## src/rtl/ami_pkg.sv

```systemverilog
// Shared AXI definitions for the ami master.
// Contents:
//   ami_state_t    - master FSM states
//   BurstIncr      - AxBURST encoding for INCR
//   RespOkay       - xRESP OKAY
//   RespSlverr     - xRESP SLVERR
//   AxCacheDefault - AxCACHE driven on every request (bufferable, modifiable)
//   resp_max       - picks the more severe of two responses
package ami_pkg;

  typedef enum logic [2:0] {
    StIdle,
    StWaddr,
    StWdata,
    StWresp,
    StRaddr,
    StRdata
  } ami_state_t;

  localparam logic [1:0] BurstIncr      = 2'b01;
  localparam logic [1:0] RespOkay       = 2'b00;
  localparam logic [1:0] RespSlverr     = 2'b10;
  localparam logic [3:0] AxCacheDefault = 4'b0011;

  // Response encodings are ordered by severity, so a plain max works.
  function automatic logic [1:0] resp_max(input logic [1:0] a, input logic [1:0] b);
    return (a > b) ? a : b;
  endfunction

endpackage

```

## src/rtl/ami.sv

```systemverilog
// AXI4 master interface.
// Turns single user read/write commands into one outstanding INCR burst at a time.
// Ports:
//   ACLK, ARESETn            - clock, async active-low reset
//   AW*/W*/B*                - AXI4 write address, data and response channels
//   AR*/R*                   - AXI4 read address and data channels
//   cmd_*                    - command handshake: write/read, byte address, beats-1
//   usr_w*                   - write beat stream, forwarded to W during the data phase
//   usr_r*                   - read beat stream, forwarded from R during the data phase
//   done, resp               - one-cycle completion pulse with worst-case response
//   err                      - one-cycle pulse when a command would cross a 4KB boundary
module ami
  import ami_pkg::*;
#(
  parameter int unsigned AXI_DW     = 128,
  parameter int unsigned AXI_AW     = 40,
  parameter int unsigned AXI_IW     = 8,
  parameter int unsigned AXI_LW     = 8,
  parameter int unsigned AXI_SW     = 3,
  parameter int unsigned AXI_BURSTW = 2,
  parameter int unsigned AXI_BRESPW = 2,
  parameter int unsigned AXI_RRESPW = 2,
  parameter int unsigned AMI_ID     = 0,
  parameter int unsigned AXI_BYTES  = AXI_DW / 8,
  parameter int unsigned AXI_WSTRBW = AXI_BYTES
) (
  input  logic                  ACLK,
  input  logic                  ARESETn,
  // write address
  output logic [AXI_IW-1:0]     AWID,
  output logic [AXI_AW-1:0]     AWADDR,
  output logic [AXI_LW-1:0]     AWLEN,
  output logic [AXI_SW-1:0]     AWSIZE,
  output logic [AXI_BURSTW-1:0] AWBURST,
  output logic [3:0]            AWCACHE,
  output logic [2:0]            AWPROT,
  output logic [3:0]            AWQOS,
  output logic [3:0]            AWREGION,
  output logic                  AWVALID,
  input  logic                  AWREADY,
  // write data
  output logic [AXI_DW-1:0]     WDATA,
  output logic [AXI_WSTRBW-1:0] WSTRB,
  output logic                  WLAST,
  output logic                  WVALID,
  input  logic                  WREADY,
  // write response
  input  logic [AXI_IW-1:0]     BID,
  input  logic [AXI_BRESPW-1:0] BRESP,
  input  logic                  BVALID,
  output logic                  BREADY,
  // read address
  output logic [AXI_IW-1:0]     ARID,
  output logic [AXI_AW-1:0]     ARADDR,
  output logic [AXI_LW-1:0]     ARLEN,
  output logic [AXI_SW-1:0]     ARSIZE,
  output logic [AXI_BURSTW-1:0] ARBURST,
  output logic [3:0]            ARCACHE,
  output logic [2:0]            ARPROT,
  output logic [3:0]            ARQOS,
  output logic [3:0]            ARREGION,
  output logic                  ARVALID,
  input  logic                  ARREADY,
  // read data
  input  logic [AXI_IW-1:0]     RID,
  input  logic [AXI_DW-1:0]     RDATA,
  input  logic [AXI_RRESPW-1:0] RRESP,
  input  logic                  RLAST,
  input  logic                  RVALID,
  output logic                  RREADY,
  // user command
  input  logic                  cmd_valid,
  output logic                  cmd_ready,
  input  logic                  cmd_write,
  input  logic [AXI_AW-1:0]     cmd_addr,
  input  logic [AXI_LW-1:0]     cmd_len,
  // user write beats
  input  logic [AXI_DW-1:0]     usr_wdata,
  input  logic [AXI_WSTRBW-1:0] usr_wstrb,
  input  logic                  usr_wvalid,
  output logic                  usr_wready,
  // user read beats
  output logic [AXI_DW-1:0]     usr_rdata,
  output logic [1:0]            usr_rresp,
  output logic                  usr_rlast,
  output logic                  usr_rvalid,
  input  logic                  usr_rready,
  // status
  output logic                  done,
  output logic [1:0]            resp,
  output logic                  err
);

  localparam int unsigned AddrLsb = $clog2(AXI_BYTES);

  ami_state_t        state_q, state_d;
  logic [AXI_AW-1:0] addr_q;
  logic [AXI_LW-1:0] len_q;
  logic [AXI_LW-1:0] cnt_q;
  logic [1:0]        rmax_q;
  logic              rbad_q;
  logic              done_q;
  logic [1:0]        resp_q;
  logic              err_q;
  logic              out_en_q;

  logic              cmd_acc;
  logic              cross_4k;
  logic [AXI_AW-1:0] addr_aligned;
  logic [13:0]       span_end;
  logic              w_hs, b_hs, r_hs;
  logic              cnt_at_len;
  logic [1:0]        rresp_2b;
  logic              unused_inputs;

  assign unused_inputs = ^{BID, RID};

  assign rresp_2b   = 2'(RRESP);
  assign cnt_at_len = (cnt_q == len_q);

  // cmd_ready stays low during reset and for the first cycle after release.
  assign cmd_ready = out_en_q && (state_q == StIdle);
  assign cmd_acc   = cmd_valid && cmd_ready;

  assign addr_aligned = cmd_addr & ~AXI_AW'(AXI_BYTES - 1);
  // 14 bits hold 4095 + 256*16 without wrap for the default configuration.
  assign span_end = 14'(addr_aligned[11:0]) + (14'(cmd_len) + 14'd1) * 14'(AXI_BYTES);
  assign cross_4k = (span_end > 14'd4096);

  assign w_hs = (state_q == StWdata) && usr_wvalid && WREADY;
  assign b_hs = (state_q == StWresp) && BVALID;
  assign r_hs = (state_q == StRdata) && RVALID && usr_rready;

  always_comb begin
    state_d = state_q;
    unique case (state_q)
      StIdle:  if (cmd_acc && !cross_4k) state_d = cmd_write ? StWaddr : StRaddr;
      StWaddr: if (AWREADY) state_d = StWdata;
      StWdata: if (w_hs && cnt_at_len) state_d = StWresp;
      StWresp: if (BVALID) state_d = StIdle;
      StRaddr: if (ARREADY) state_d = StRdata;
      StRdata: if (r_hs && RLAST) state_d = StIdle;
      default: state_d = StIdle;
    endcase
  end

  always_ff @(posedge ACLK or negedge ARESETn) begin
    if (!ARESETn) begin
      state_q  <= StIdle;
      addr_q   <= '0;
      len_q    <= '0;
      cnt_q    <= '0;
      rmax_q   <= RespOkay;
      rbad_q   <= 1'b0;
      done_q   <= 1'b0;
      resp_q   <= RespOkay;
      err_q    <= 1'b0;
      out_en_q <= 1'b0;
    end else begin
      state_q  <= state_d;
      out_en_q <= 1'b1;
      err_q    <= cmd_acc && cross_4k;
      done_q   <= b_hs || (r_hs && RLAST);
      if (cmd_acc) begin
        addr_q <= addr_aligned;
        len_q  <= cmd_len;
        cnt_q  <= '0;
        rmax_q <= RespOkay;
        rbad_q <= 1'b0;
      end else if (w_hs || r_hs) begin
        cnt_q <= cnt_q + 1'b1;
      end
      if (r_hs) begin
        rmax_q <= resp_max(rmax_q, rresp_2b);
        // The beat that should have been last arrived without RLAST.
        if (!RLAST && cnt_at_len) rbad_q <= 1'b1;
      end
      if (b_hs) begin
        resp_q <= 2'(BRESP);
      end else if (r_hs && RLAST) begin
        resp_q <= (rbad_q || !cnt_at_len) ? RespSlverr : resp_max(rmax_q, rresp_2b);
      end
    end
  end

  // Write channels
  assign AWID     = AXI_IW'(AMI_ID);
  assign AWADDR   = addr_q;
  assign AWLEN    = len_q;
  assign AWSIZE   = AXI_SW'(AddrLsb);
  assign AWBURST  = AXI_BURSTW'(BurstIncr);
  assign AWCACHE  = AxCacheDefault;
  assign AWPROT   = 3'b000;
  assign AWQOS    = 4'b0000;
  assign AWREGION = 4'b0000;
  assign AWVALID  = (state_q == StWaddr);

  assign WDATA      = usr_wdata;
  assign WSTRB      = usr_wstrb;
  assign WVALID     = (state_q == StWdata) && usr_wvalid;
  assign WLAST      = (state_q == StWdata) && cnt_at_len;
  assign usr_wready = (state_q == StWdata) && WREADY;
  assign BREADY     = (state_q == StWresp);

  // Read channels
  assign ARID     = AXI_IW'(AMI_ID);
  assign ARADDR   = addr_q;
  assign ARLEN    = len_q;
  assign ARSIZE   = AXI_SW'(AddrLsb);
  assign ARBURST  = AXI_BURSTW'(BurstIncr);
  assign ARCACHE  = AxCacheDefault;
  assign ARPROT   = 3'b000;
  assign ARQOS    = 4'b0000;
  assign ARREGION = 4'b0000;
  assign ARVALID  = (state_q == StRaddr);

  assign usr_rdata  = RDATA;
  assign usr_rresp  = rresp_2b;
  assign usr_rlast  = (state_q == StRdata) && RLAST;
  assign usr_rvalid = (state_q == StRdata) && RVALID;
  assign RREADY     = (state_q == StRdata) && usr_rready;

  assign done = done_q;
  assign resp = resp_q;
  assign err  = err_q;

endmodule

```

## config.mk

```make
export PLATFORM = sky130hd
export DESIGN_NAME = ami
export DESIGN_NICKNAME = d
export VERILOG_FILES = /design/src/rtl/ami_pkg.sv /design/src/rtl/ami.sv
export SDC_FILE = /design/constraint.sdc
export NUM_CORES = 1
export LEC_CHECK = 0
export BUFFER_PORTS_ARGS = -buffer_cell sky130_fd_sc_hd__buf_2
export CAP_MARGIN = 10
export CORE_AREA = 8 8 305 307
export CTS_BUF_LIST = sky130_fd_sc_hd__clkbuf_16
export DETAILED_ROUTE_END_ITERATION = 16
export DIE_AREA = 0 0 313 315
export PLACE_DENSITY = 0.37
export SETUP_SLACK_MARGIN = 0.2
export SLEW_MARGIN = 15
export SYNTH_ARGS = -nofsm -noshare
export SYNTH_HDL_FRONTEND = slang
export SYNTH_SLANG_ARGS = --single-unit
```

## constraint.sdc

```tcl
create_clock -name ACLK -period 2.3 [get_ports ACLK]
set_clock_uncertainty 0.05 [all_clocks]
set_input_delay 0 -clock ACLK [delete_from_list [all_inputs] [get_ports ACLK]]
set_output_delay 0 -clock ACLK [all_outputs]
set_load 0.02 [all_outputs]
```

==> results.sh <==
export IMPL_holdWs_ns=0.0752
export IMPL_placementRows=109
export IMPL_syn_area_um2=6180
export IMPL_path_buf_inv=3
export IMPL_grt_overflow_total=0
export IMPL_synth_cells=768
export IMPL_wl_um=32900
export IMPL_ys_seq_area_frac=0.255
export IMPL_hpwl_um=22000
export IMPL_ys_types=51
export IMPL_dr_pass1_iters=4
export IMPL_met2_usage=0.109
export IMPL_fp_dieH_um=315
export IMPL_rr_startpoint="state_q[1]"
export IMPL_cts_tree="yes"
export IMPL_final_common_cell="dlygate4sd3_1"
export IMPL_path_clk_slew_ns=0.07
export IMPL_relSlewSlack=0.661
export IMPL_fillers=10093
export IMPL_final_cell_mix="dlygate4sd3_1 (324), buf_2 (156), nand2_1 (146), conb_1 (65), dfrtp_1 (57)"
export IMPL_grt_use_total=0.0616
export IMPL_yosysWarningCount=0
export IMPL_io_pins=792
export IMPL_cpPeakStageDelay_ns=0.35
export IMPL_pwr_share_comb=0.562
export IMPL_tightest_slew_ns=0.508
export IMPL_setup_slack_ns=0.164
export IMPL_finalInstanceArea_um2=9980
export IMPL_ys_flop_type="dfrtp_1"
export IMPL_vias=5164
export IMPL_startpoint_type="input pin"
export IMPL_fp_dieW_um=313
export IMPL_intPower_mw=3.97
export IMPL_hold_class="in2reg"
export IMPL_path_max_fanout=3
export IMPL_power_switching_mw=4.02
export IMPL_crit_type="in2reg"
export IMPL_grt_first_pass_wirelength_um=44600
export IMPL_ant_nets=0
export IMPL_async_flop_share=1.00
export IMPL_io_buffers=163
export IMPL_final_core_util=0.113
export IMPL_p_per_area_nw_per_um2=802
export IMPL_regArea_um2=1580
export IMPL_clock_path_buffers=2
export IMPL_ys_top_cells_by_area="buf_4 (46%), dfrtp_1 (26%), nand2_1 (9.1%), ha_1 (2.8%), xor2_1 (2.7%)"
export IMPL_fin_total_pwr_mw=8.00
export IMPL_status="completed"
export IMPL_grt_util_met1=0.0678
export IMPL_drt_iter0_drc=143
export IMPL_ir_worst_vdd_v=0.000539
export IMPL_drc_errors=0
export IMPL_crit_chain="buf_8 -> ha_4 -> xor2_4 -> ha_4 -> or2_4 -> a311oi_4 -> buf_4 -> o31ai_2 -> xor2_1 -> nor3_2 -> a211o_1 -> buf_12 -> a21bo_2"
export IMPL_cts_sinks=63
export IMPL_antenna_found_initial=15
export IMPL_cts_root_buf="clkbuf_16"
export IMPL_max_freq_ghz=0.468
export IMPL_critPathLaunch="cmd_len[1]"
export IMPL_clock_latency_ns=0.38
export IMPL_cp_top_family="compound AO/OA/AOI/OAI gates"
export IMPL_hp_start="usr_rready"
export IMPL_synth_edf_count=0
export IMPL_end_kind="register"
export IMPL_crit_top_cell="ha_4"
export IMPL_placed_area_um2=6130
export IMPL_die_area_um2=98600
export IMPL_hold_viol_final=0
export IMPL_reg2reg_depth=7
export IMPL_start_util=0.0703
export IMPL_avgSynthCellArea_um2=8.05
export IMPL_routed_via_density=2.40
export IMPL_yosys_area_top_type_share=0.464
export IMPL_syn2layout_area_growth_pct=61.5
export IMPL_worstPathRequired_ns=2.51
export IMPL_grtUsageMet3=0.0270
export IMPL_setup_viol=0
export IMPL_cts_made_buffers=9
export IMPL_static_leakage_power_nw=4.41
export IMPL_wl_per_cell_um=15.3
export IMPL_rsz0062_at_grt="yes"
export IMPL_synth_largest_area_cell="buf_4"
export IMPL_whs_path_depth=4
export IMPL_drive_above_1_share=0.271
export IMPL_layout_nets=1343
export IMPL_slew_violations=0
export IMPL_slowest_stage="a311oi_4"
export IMPL_core_area_um2=88000
export IMPL_switching_share=0.503
export IMPL_grt_pass1_vias=6022
export IMPL_cp_depth=13
export IMPL_worst_r2r_setup_slack_ns=0.22
export IMPL_grt_max_degree=46
export IMPL_busiest_layer="met2"
export IMPL_seqPwrFrac=0.249
export IMPL_ys_ff_latch=63
export IMPL_p_clk_frac=0.189
export IMPL_place_ws_ns=-0.320
export IMPL_finalCriticalPeriod_ns=2.14
export IMPL_gp_congestion=0.671
export IMPL_fin_crit_sh=0.929
export IMPL_multi_input_area_um2=2080
export IMPL_cp_data_arrival_time_ns=2.34
export IMPL_drv_cap=0
export IMPL_h_tree_depth=3
==> area by class of cell <==
type                    count  share of cell area
flip-flops and latches     63               0.159
clock buffers               9              0.0226
multi-input cells         361               0.209
well taps                1165               0.146
inverters                  10             0.00376
clock inverters             7             0.00802
diodes                      7             0.00176
repair buffers            531               0.451
==> worst min-delay path, cell delays in order <==
cell and delay, ns:
buf_2 0.10, nand2_1 0.13, or3_1 0.15, o41ai_1 0.08
==> path summary, 6_finish.rpt <==
path                         endpoint
min in group asynchronous  state_q[0]
max in group asynchronous    ARLEN[3]
min reg2reg                   resp[0]
min                           resp[0]
max                        state_q[2]
max reg2reg                state_q[2]
==> power by group through the flow <==
stage / sequential, mW / combinational (mW) / clock, mW
floorplan: 2.33 / 2.73 / 0
global route: 2.06 / 4.85 / 1.67
finish: 1.99 / 4.49 / 1.51
detailed placement: 2.05 / 3.54 / 0
global placement: 2.04 / 3.56 / 0
CTS: 2.01 / 4.56 / 1.65
==> Yosys cell counts (all sizes together), types with 2 or more instances <==
master,count
nor2,22
a21oi,7
nor3,3
nand4,2
xnor2,4
a21o,2
clkbuf,14
nand2b,2
o211ai,4
a211o,3
and4,2
nor2b,2
a311oi,2
xor2,19
conb,2
o21ai,12
nand2,149
buf,383
a221oi,2
nor4b,2
o31ai,2
nand3,10
and3,5
nand3b,2
and2,2
or2,4
ha,14
inv,10
or3,2
nor4,3
dfrtp,63
==> state kept, by name (all words and copies together), names as in the netlist <==
register  count
ARADDR       36
ARLEN         8
cnt_q         8
state_q       3
resp          2
rmax_q        2
done          1
err           1
out_en_q      1
rbad_q        1
==> kinds of logic after synthesis <==
kind of cell               share of synthesized area
DFF                                            0.255
AOI/OAI and AO/OA                             0.0494
other                                        0.00122
xor gates and xnor gates                      0.0326
adders and majority gates                     0.0316
and+or+nand+nor                                0.151
buffers and inverters                          0.479
==> through the flow <==
| stage | setup TNS, ns | std cells |
|---|---|---|
| finish | 0 | 2153 |
| global route | 0 | 2151 |
| CTS | 0 | 2143 |
| detailed placement | -0.920 | 1794 |
| global placement | -0.893 | 1794 |
| floorplan | 0 | 831 |
==> repair_timing <==
action | 4_1_cts | 5_1_grt
pin swaps | 17 | 16
hold endpoints to repair | 386 | 0
hold buffers | 324 | 0
gates resized for setup | 34 | 11
buffers inserted | 9 | 3
setup endpoints to repair | 7 | 6
==> metal layers <==
layer,up-vias,routed length [µm]
met3,18,2840
met4,0,286
li1,2407,-
met1,2355,12900
met2,384,16900
met5,-,0
(Power assumes the default switching activity.)
